**config.mk**
```make
export PLATFORM = sky130hd
export DESIGN_NAME = alu_result_buffer_flat
export DESIGN_NICKNAME = d
export VERILOG_FILES = /design/src/rtl/alu_result_buffer_if.sv /design/src/rtl/alu_result_buffer.sv /design/src/flat_wrapper.sv
export SDC_FILE = /design/constraint.sdc
export NUM_CORES = 1
export LEC_CHECK = 0
export ABC_CLOCK_PERIOD_IN_PS = 2050
export CAP_MARGIN = 20
export CORE_MARGIN = 2
export CORE_UTILIZATION = 45
export DETAILED_ROUTE_END_ITERATION = 8
export PLACE_DENSITY = 0.78
export SYNTH_ARGS = -nofsm -noshare
export SYNTH_HDL_FRONTEND = slang
export SYNTH_SLANG_ARGS = --single-unit
```
**constraint.sdc**
```tcl
create_clock -name clk -period 2.05 [get_ports clk]
set_clock_uncertainty 0.05 [all_clocks]
set_input_delay 0.3075 -clock clk [delete_from_list [all_inputs] [get_ports clk]]
set_output_delay 0.3075 -clock clk [all_outputs]
set_load 0.005 [all_outputs]
```
**src/rtl/alu_result_buffer_if.sv**
```systemverilog
// Handshake bundle between the ALU, the result buffer and the writeback consumer.
// The master side drives ALU results and consumer acceptance; the slave side is the buffer.
interface alu_result_buffer_if #(
    parameter int n     = 32,
    parameter int CNT_W = 16
);
    logic             in_valid;
    logic             in_ready;
    logic [n-1:0]     in_result;
    logic             in_carry;
    logic             in_overflow;
    logic             out_valid;
    logic             out_ready;
    logic [n-1:0]     out_result;
    logic             out_zero;
    logic             out_neg;
    logic             out_carry;
    logic             out_overflow;
    logic             clear_sticky;
    logic             ovf_sticky;
    logic [CNT_W-1:0] out_count;

    modport master (
        output in_valid, in_result, in_carry, in_overflow, out_ready, clear_sticky,
        input  in_ready, out_valid, out_result, out_zero, out_neg, out_carry,
               out_overflow, ovf_sticky, out_count
    );

    modport slave (
        input  in_valid, in_result, in_carry, in_overflow, out_ready, clear_sticky,
        output in_ready, out_valid, out_result, out_zero, out_neg, out_carry,
               out_overflow, ovf_sticky, out_count
    );
endinterface

```
**src/rtl/alu_result_buffer.sv**
```systemverilog
// Two-entry skid FIFO behind the ALU: registers each result with zero/neg flags,
// tracks a sticky overflow bit and counts delivered results.
module alu_result_buffer #(
    parameter int n     = 32,
    parameter int CNT_W = 16
) (
    input logic                clk,
    input logic                reset,
    alu_result_buffer_if.slave bus
);
    typedef enum logic [1:0] {EMPTY, ONE, TWO} state_t;

    typedef struct packed {
        logic [n-1:0] result;
        logic         zero;
        logic         neg;
        logic         carry;
        logic         overflow;
    } entry_t;

    state_t           state, state_next;
    entry_t           head, tail, incoming;
    logic             push, pop;
    logic             load_head_in, load_head_tail, load_tail;
    logic             sticky;
    logic [CNT_W-1:0] count;

    // Ready and valid come straight from the occupancy state, so in_ready never sees out_ready.
    assign bus.in_ready  = (state != TWO);
    assign bus.out_valid = (state != EMPTY);
    assign push = bus.in_valid & bus.in_ready;
    assign pop  = bus.out_valid & bus.out_ready;

    always_comb begin
        incoming.result   = bus.in_result;
        incoming.zero     = (bus.in_result == '0);
        incoming.neg      = bus.in_result[n-1];
        incoming.carry    = bus.in_carry;
        incoming.overflow = bus.in_overflow;
    end

    always_ff @(posedge clk) begin
        if (reset) state <= EMPTY;
        else       state <= state_next;
    end

    always_comb begin
        state_next     = state;
        load_head_in   = 1'b0;
        load_head_tail = 1'b0;
        load_tail      = 1'b0;
        case (state)
            EMPTY: begin
                if (push) begin
                    state_next   = ONE;
                    load_head_in = 1'b1;
                end
            end
            ONE: begin
                if (push && pop) begin
                    load_head_in = 1'b1;
                end else if (push) begin
                    state_next = TWO;
                    load_tail  = 1'b1;
                end else if (pop) begin
                    state_next = EMPTY;
                end
            end
            TWO: begin
                if (pop) begin
                    state_next     = ONE;
                    load_head_tail = 1'b1;
                end
            end
            default: state_next = EMPTY;
        endcase
    end

    always_ff @(posedge clk) begin
        if (reset) begin
            head <= '0;
            tail <= '0;
        end else begin
            if (load_head_in)        head <= incoming;
            else if (load_head_tail) head <= tail;
            if (load_tail)           tail <= incoming;
        end
    end

    // A push carrying overflow beats a simultaneous clear.
    always_ff @(posedge clk) begin
        if (reset) begin
            sticky <= 1'b0;
            count  <= '0;
        end else begin
            if (push && bus.in_overflow) sticky <= 1'b1;
            else if (bus.clear_sticky)   sticky <= 1'b0;
            if (pop) count <= count + 1'b1;
        end
    end

    assign bus.out_result   = head.result;
    assign bus.out_zero     = head.zero;
    assign bus.out_neg      = head.neg;
    assign bus.out_carry    = head.carry;
    assign bus.out_overflow = head.overflow;
    assign bus.ovf_sticky   = sticky;
    assign bus.out_count    = count;
endmodule
```
**src/flat_wrapper.sv**
```systemverilog
// flat-port wrapper written by rule: the top's interface ports become plain ports
module alu_result_buffer_flat 
#(
    parameter int n     = 32,
    parameter int CNT_W = 16
)
  (clk, reset, bus_in_valid, bus_in_result, bus_in_carry, bus_in_overflow, bus_out_ready, bus_clear_sticky, bus_in_ready, bus_out_valid, bus_out_result, bus_out_zero, bus_out_neg, bus_out_carry, bus_out_overflow, bus_ovf_sticky, bus_out_count);
  alu_result_buffer_if #(.n(n), .CNT_W(CNT_W)) bus_i ();
  input logic clk;
  input logic reset;
  input wire logic [$bits(bus_i.in_valid)-1:0] bus_in_valid;
  input wire logic [$bits(bus_i.in_result)-1:0] bus_in_result;
  input wire logic [$bits(bus_i.in_carry)-1:0] bus_in_carry;
  input wire logic [$bits(bus_i.in_overflow)-1:0] bus_in_overflow;
  input wire logic [$bits(bus_i.out_ready)-1:0] bus_out_ready;
  input wire logic [$bits(bus_i.clear_sticky)-1:0] bus_clear_sticky;
  output wire logic [$bits(bus_i.in_ready)-1:0] bus_in_ready;
  output wire logic [$bits(bus_i.out_valid)-1:0] bus_out_valid;
  output wire logic [$bits(bus_i.out_result)-1:0] bus_out_result;
  output wire logic [$bits(bus_i.out_zero)-1:0] bus_out_zero;
  output wire logic [$bits(bus_i.out_neg)-1:0] bus_out_neg;
  output wire logic [$bits(bus_i.out_carry)-1:0] bus_out_carry;
  output wire logic [$bits(bus_i.out_overflow)-1:0] bus_out_overflow;
  output wire logic [$bits(bus_i.ovf_sticky)-1:0] bus_ovf_sticky;
  output wire logic [$bits(bus_i.out_count)-1:0] bus_out_count;
  assign bus_i.in_valid = bus_in_valid;
  assign bus_i.in_result = bus_in_result;
  assign bus_i.in_carry = bus_in_carry;
  assign bus_i.in_overflow = bus_in_overflow;
  assign bus_i.out_ready = bus_out_ready;
  assign bus_i.clear_sticky = bus_clear_sticky;
  assign bus_in_ready = bus_i.in_ready;
  assign bus_out_valid = bus_i.out_valid;
  assign bus_out_result = bus_i.out_result;
  assign bus_out_zero = bus_i.out_zero;
  assign bus_out_neg = bus_i.out_neg;
  assign bus_out_carry = bus_i.out_carry;
  assign bus_out_overflow = bus_i.out_overflow;
  assign bus_ovf_sticky = bus_i.ovf_sticky;
  assign bus_out_count = bus_i.out_count;
  alu_result_buffer #(.n(n), .CNT_W(CNT_W)) u_core (.clk(clk), .reset(reset), .bus(bus_i));
endmodule
```
# Word level (Yosys, flattened, before mapping)
# Index checks and enable logic that the tools add are counted.
[op_classes]
muxes = 17
n_reduce_logical = 8
eq_ne = 7
bitwise = 2
add_sub_neg = 1
[op_table]
columns = ["operator", "count"]
rows = [
  ["$mux W36", 2],
  ["$logic_not A32 Y1", 1],
  ["$add A16 B1 Y16 const B", 1],
  ["$mux W2", 5],
  ["$mux W1", 8],
  ["$pmux W2 S3", 1],
  ["$reduce_bool A2 Y1", 3],
  ["$ne A2 B1 Y1 const B", 2],
  ["$ne A2 B2 Y1 const B", 2],
  ["$reduce_and A4 Y1", 1],
  ["$ne A3 B1 Y1 const B", 1],
  ["$and A1 B1 Y1", 2],
  ["$eq A2 B1 Y1 const B", 1],
  ["$eq A2 B2 Y1 const B", 1],
  ["$logic_and A1 B1 Y1", 2],
  ["$logic_not A2 Y1", 1],
  ["$pmux W1 S2", 1],
]
[word_totals]
regBits = 91
elab_cells = 48
in_bits = 39
out_inout_bits = 55

# Longest topological paths before layout
[logic_depth]
depth_word = 6
ltp_mapped = 7
depth_no_buf = 5

# Worst setup path after synthesis
# Ideal clock, no wire load.
[synth_path]
path_kind = "register -> register"
start = "register u_core.count[4] (netlist: u_core.bus.out_count[4])"
end = "register u_core.count[15] (netlist: u_core.bus.out_count[15])"
period_less_slack_ns = 1.554
path_buffers = 0
arrival_ns = 1.383
setup_slack_ns = 0.496
stages_incl_launch_ff = 5
t_required_ns = 1.879
cell_sequence = "dfxtp_1 nand4_4 nor4_4 nand3_2 mux2_4"
[synth_between]
elab_chain_cells = 1
[synth_lines]
columns = ["item", "line_no", "source"]
rows = [
  ["start: declaration", "alu_result_buffer.sv:26", "logic [CNT_W-1:0] count;"],
  ["start signal: assignment", "alu_result_buffer.sv:98", "if (pop) count <= count + 1'b1;"],
  ["$add A16 B1 Y16", "alu_result_buffer.sv:98", ""],
]
# No other way between the ends.
# A chain may end at the register's enable or synchronous reset.

# Final worst setup path
[layout_path]
start = "register u_core.state[1]"
end = "output bus_out_valid"
[layout_between]
elab_chain_cells = 1
[layout_lines]
columns = ["item", "line_no", "source"]
rows = [
  ["start: declaration", "alu_result_buffer.sv:21", "state_t state, state_next;"],
  ["start signal: assignment", "alu_result_buffer.sv:44", "else state <= state_next;"],
  ["$reduce_bool A2 Y1", "alu_result_buffer.sv:30", "assign bus.out_valid = (state != EMPTY);"],
  ["end: declaration", "flat_wrapper.sv:18", "output wire logic [$bits(bus_i.out_valid)-1:0] bus_out_valid;"],
]
# No other way between the ends.

==> results.sh <==
export IMPL_status="finished, final reports clean"
export IMPL_ys_ff_latch=89
export IMPL_critPathKind="flip-flop to primary output"
export IMPL_switching_share=0.241
export IMPL_ys_seq_area_frac=0.475
export IMPL_overflow=0
export IMPL_max_freq_mhz=515
export IMPL_grt_antenna_before_repair=0
export IMPL_startpoint_type="flip-flop"
export IMPL_grt_use_total=0.210
export IMPL_start_util=0.461
export IMPL_netlist_area_um2=3750
export IMPL_row_count=33
export IMPL_drt_iter0_markers=131
export IMPL_drive_gt1_frac=0.0851
export IMPL_hold_viol_final=0
export IMPL_worstPathRequired_ns=1.69
export IMPL_power_switching_uw=897
export IMPL_place_ws_ns=0.0241
export IMPL_via_per_inst=5.42
export IMPL_postSynthAreaPerCell_um2=8.85
export IMPL_power_frac_seq=0.501
export IMPL_p_int_mw=2.82
export IMPL_cts_made_buffers=9
export IMPL_fp_dieW_um=95.3
export IMPL_grt_max_degree=39
export IMPL_p_clk_frac=0.362
export IMPL_rsz0062_at_grt="no"
export IMPL_fp_coreArea_um2=8130
export IMPL_worst_path_dominant_cell_family="flip-flops"
export IMPL_slew_headroom=0.704
export IMPL_crit_arrival_ns=1.58
export IMPL_wl_um=9410
export IMPL_slowest_stage="dfxtp_1"
export IMPL_hold_class="primary input to flip-flop"
export IMPL_area_growth_pct=35.2
export IMPL_synthesis_instances=424
export IMPL_setup_viol=0
export IMPL_diodes=0
export IMPL_htreeDepth=3
export IMPL_grt_pass1_vias=3193
export IMPL_vdd_drop_max_v=0.000540
export IMPL_port_buffers=93
export IMPL_worstMarginPinSlew_ns=0.440
export IMPL_fin_nets=552
export IMPL_path_cells="or2_2 -> clkdlybuf4s50_1"
export IMPL_clk_latency_ns=0.36
export IMPL_p_leak_nw=2.03
export IMPL_dpl_hpwl_um=6350
export IMPL_cts_buffer_depth=2
export IMPL_synthArstFlopShare=0
export IMPL_critPathCaptureType="primary output"
export IMPL_drtPass1Iterations=4
export IMPL_root_buffer="clkbuf_8"
export IMPL_cts_tree="done"
export IMPL_synth_warnings=0
export IMPL_yosys_most_used_dff="dfxtp_1"
export IMPL_fp_dieArea_um2=9090
export IMPL_fin_hold_ws_ns=0.283
export IMPL_detail_route_wl_per_cell_um=15.1
export IMPL_dp_cells=606
export IMPL_drcViolationCount=0
export IMPL_fin_crit_ns=1.94
export IMPL_synth_distinct_cells=39
export IMPL_instances_no_fill=622
export IMPL_combPwrFrac=0.136
export IMPL_cts_sinks=89
export IMPL_p_per_area_nw_per_um2=733
export IMPL_ant_nets=0
export IMPL_postCtsSetupRepairBufs=0
export IMPL_clkSlewWorstSetupHoldPaths_ns=0.09
export IMPL_ios=94
export IMPL_hold_buffers=0
export IMPL_finalWorstSetupSlack_ns=0.108
export IMPL_routabilityCongestion=0.837
export IMPL_grt_pass1_wl_um=15100
export IMPL_max_stage_delay_ns=0.54
export IMPL_postCtsResizedCells=0
export IMPL_critPathBufInv=1
export IMPL_drv_cap=0
export IMPL_path_max_fanout=10
export IMPL_die_h_um=95.3
export IMPL_num_vias=3372
export IMPL_setup_tns_ns=0
export IMPL_slew_violations=0
export IMPL_synth_edf_count=0
export IMPL_period_share=0.947
export IMPL_synth_nets=464
## cells by family after synthesis
family	share of synthesized area
and+or+nand+nor	0.200
DFF	0.475
muxes	0.103
AOI/OAI and AO/OA	0.144
xor gates and xnor gates	0.0257
adders and majority gates	0.00333
buffers and inverters	0.0490
## stage by stage
stage                     power [mW]   util  area, um^2
after detailed placement        2.41  0.595        4840
final                           3.72  0.624        5070
after floorplan                 2.11      -        3750
after global placement          2.39  0.595        4840
after CTS                       3.75  0.624        5070
after global routing            3.87  0.624        5070
## flip-flops by register name, summed over array words and instances (netlist names)
register and count:
u_core.bus.out_carry 1, u_core.bus.out_result 32, u_core.bus.ovf_sticky 1, u_core.bus.out_count 16, u_core.bus.out_zero 1, u_core.tail 35
u_core.bus.out_overflow 1, u_core.state 2
## power groups by stage
stage          sequential (mW)  combinational, mW  clock [mW]
3_3_place_gp              1.90              0.495           0
5_1_grt                   1.87              0.555        1.44
6_report                  1.86              0.507        1.35
3_5_place_dp              1.90              0.507           0
2_1_floorplan             1.90              0.219           0
4_1_cts                   1.86              0.510        1.38
## layout by cell type, fill, tap and decap left out, types with 2 or more instances in the layout
master           synthesis  final
clkinv_4                 0      3
a21oi_1                 38     38
nand2_1                 76     76
buf_12                   0      6
and4_1                   2      2
xnor2_1                  7      7
nor3_1                   4      4
clkdlybuf4s50_1          0     92
bufinv_16                0      2
nand2b_1                 3      2
a211oi_1                36     36
clkbuf_8                 0     10
dfxtp_1                 89     88
nor4_1                  11     11
nand3_1                  2      2
nand4_1                  5      5
xor2_1                   4      4
inv_1                    3      3
mux2i_1                 37     37
nand3b_1                 2      2
o21ai_0                  3      3
nor2b_1                  3      3
buf_4                    6     11
nor2_1                  50     50
## layer usage
metal | track usage | vias to the layer above | wire, um
li1 | - | 1652 | -
met5 | 0 | - | 0
met2 | 0.352 | 113 | 4420
met3 | 0.0561 | 13 | 767
met1 | 0.259 | 1594 | 4070
met4 | 0.0785 | 0 | 153
## final timing paths
| check | startpoint | endpoint | slack, ns | cells past startpoint |
|---|---|---|---|---|
| setup / recovery | u_core.state[1] | bus_out_valid | 0.11 | 2 |
| hold / removal | reset | u_core.bus.out_count[10] | 0.28 | 2 |
| setup reg to reg | u_core.bus.out_count[4] | u_core.bus.out_count[15] | 0.45 | 4 |
| hold reg to reg | u_core.tail[8] | u_core.tail[8] | 0.41 | 2 |
## Yosys cell counts, drive strengths merged, types with 4 or more instances
master | instances | area [um^2]
dfxtp | 89 | 1780
nand2 | 76 | 285
nor2 | 50 | 188
a21oi | 38 | 190
mux2i | 37 | 370
a211oi | 36 | 270
buf | 19 | 109
clkbuf | 14 | 63.8
nor4 | 12 | 90.1
xnor2 | 7 | 61.3
nand4 | 6 | 52.6
nor3 | 4 | 20.0
xor2 | 4 | 35.0
## cell type report
type | count | area (um^2)
clock buffers | 10 | 138
clock inverters | 6 | 91.3
fillers | 689 | 3060
inverters | 3 | 11.3
multi-input cells | 299 | 1790
flip-flops and latches | 89 | 1780
well taps | 105 | 131
repair buffers | 110 | 1130
(Power assumes the default switching activity.)
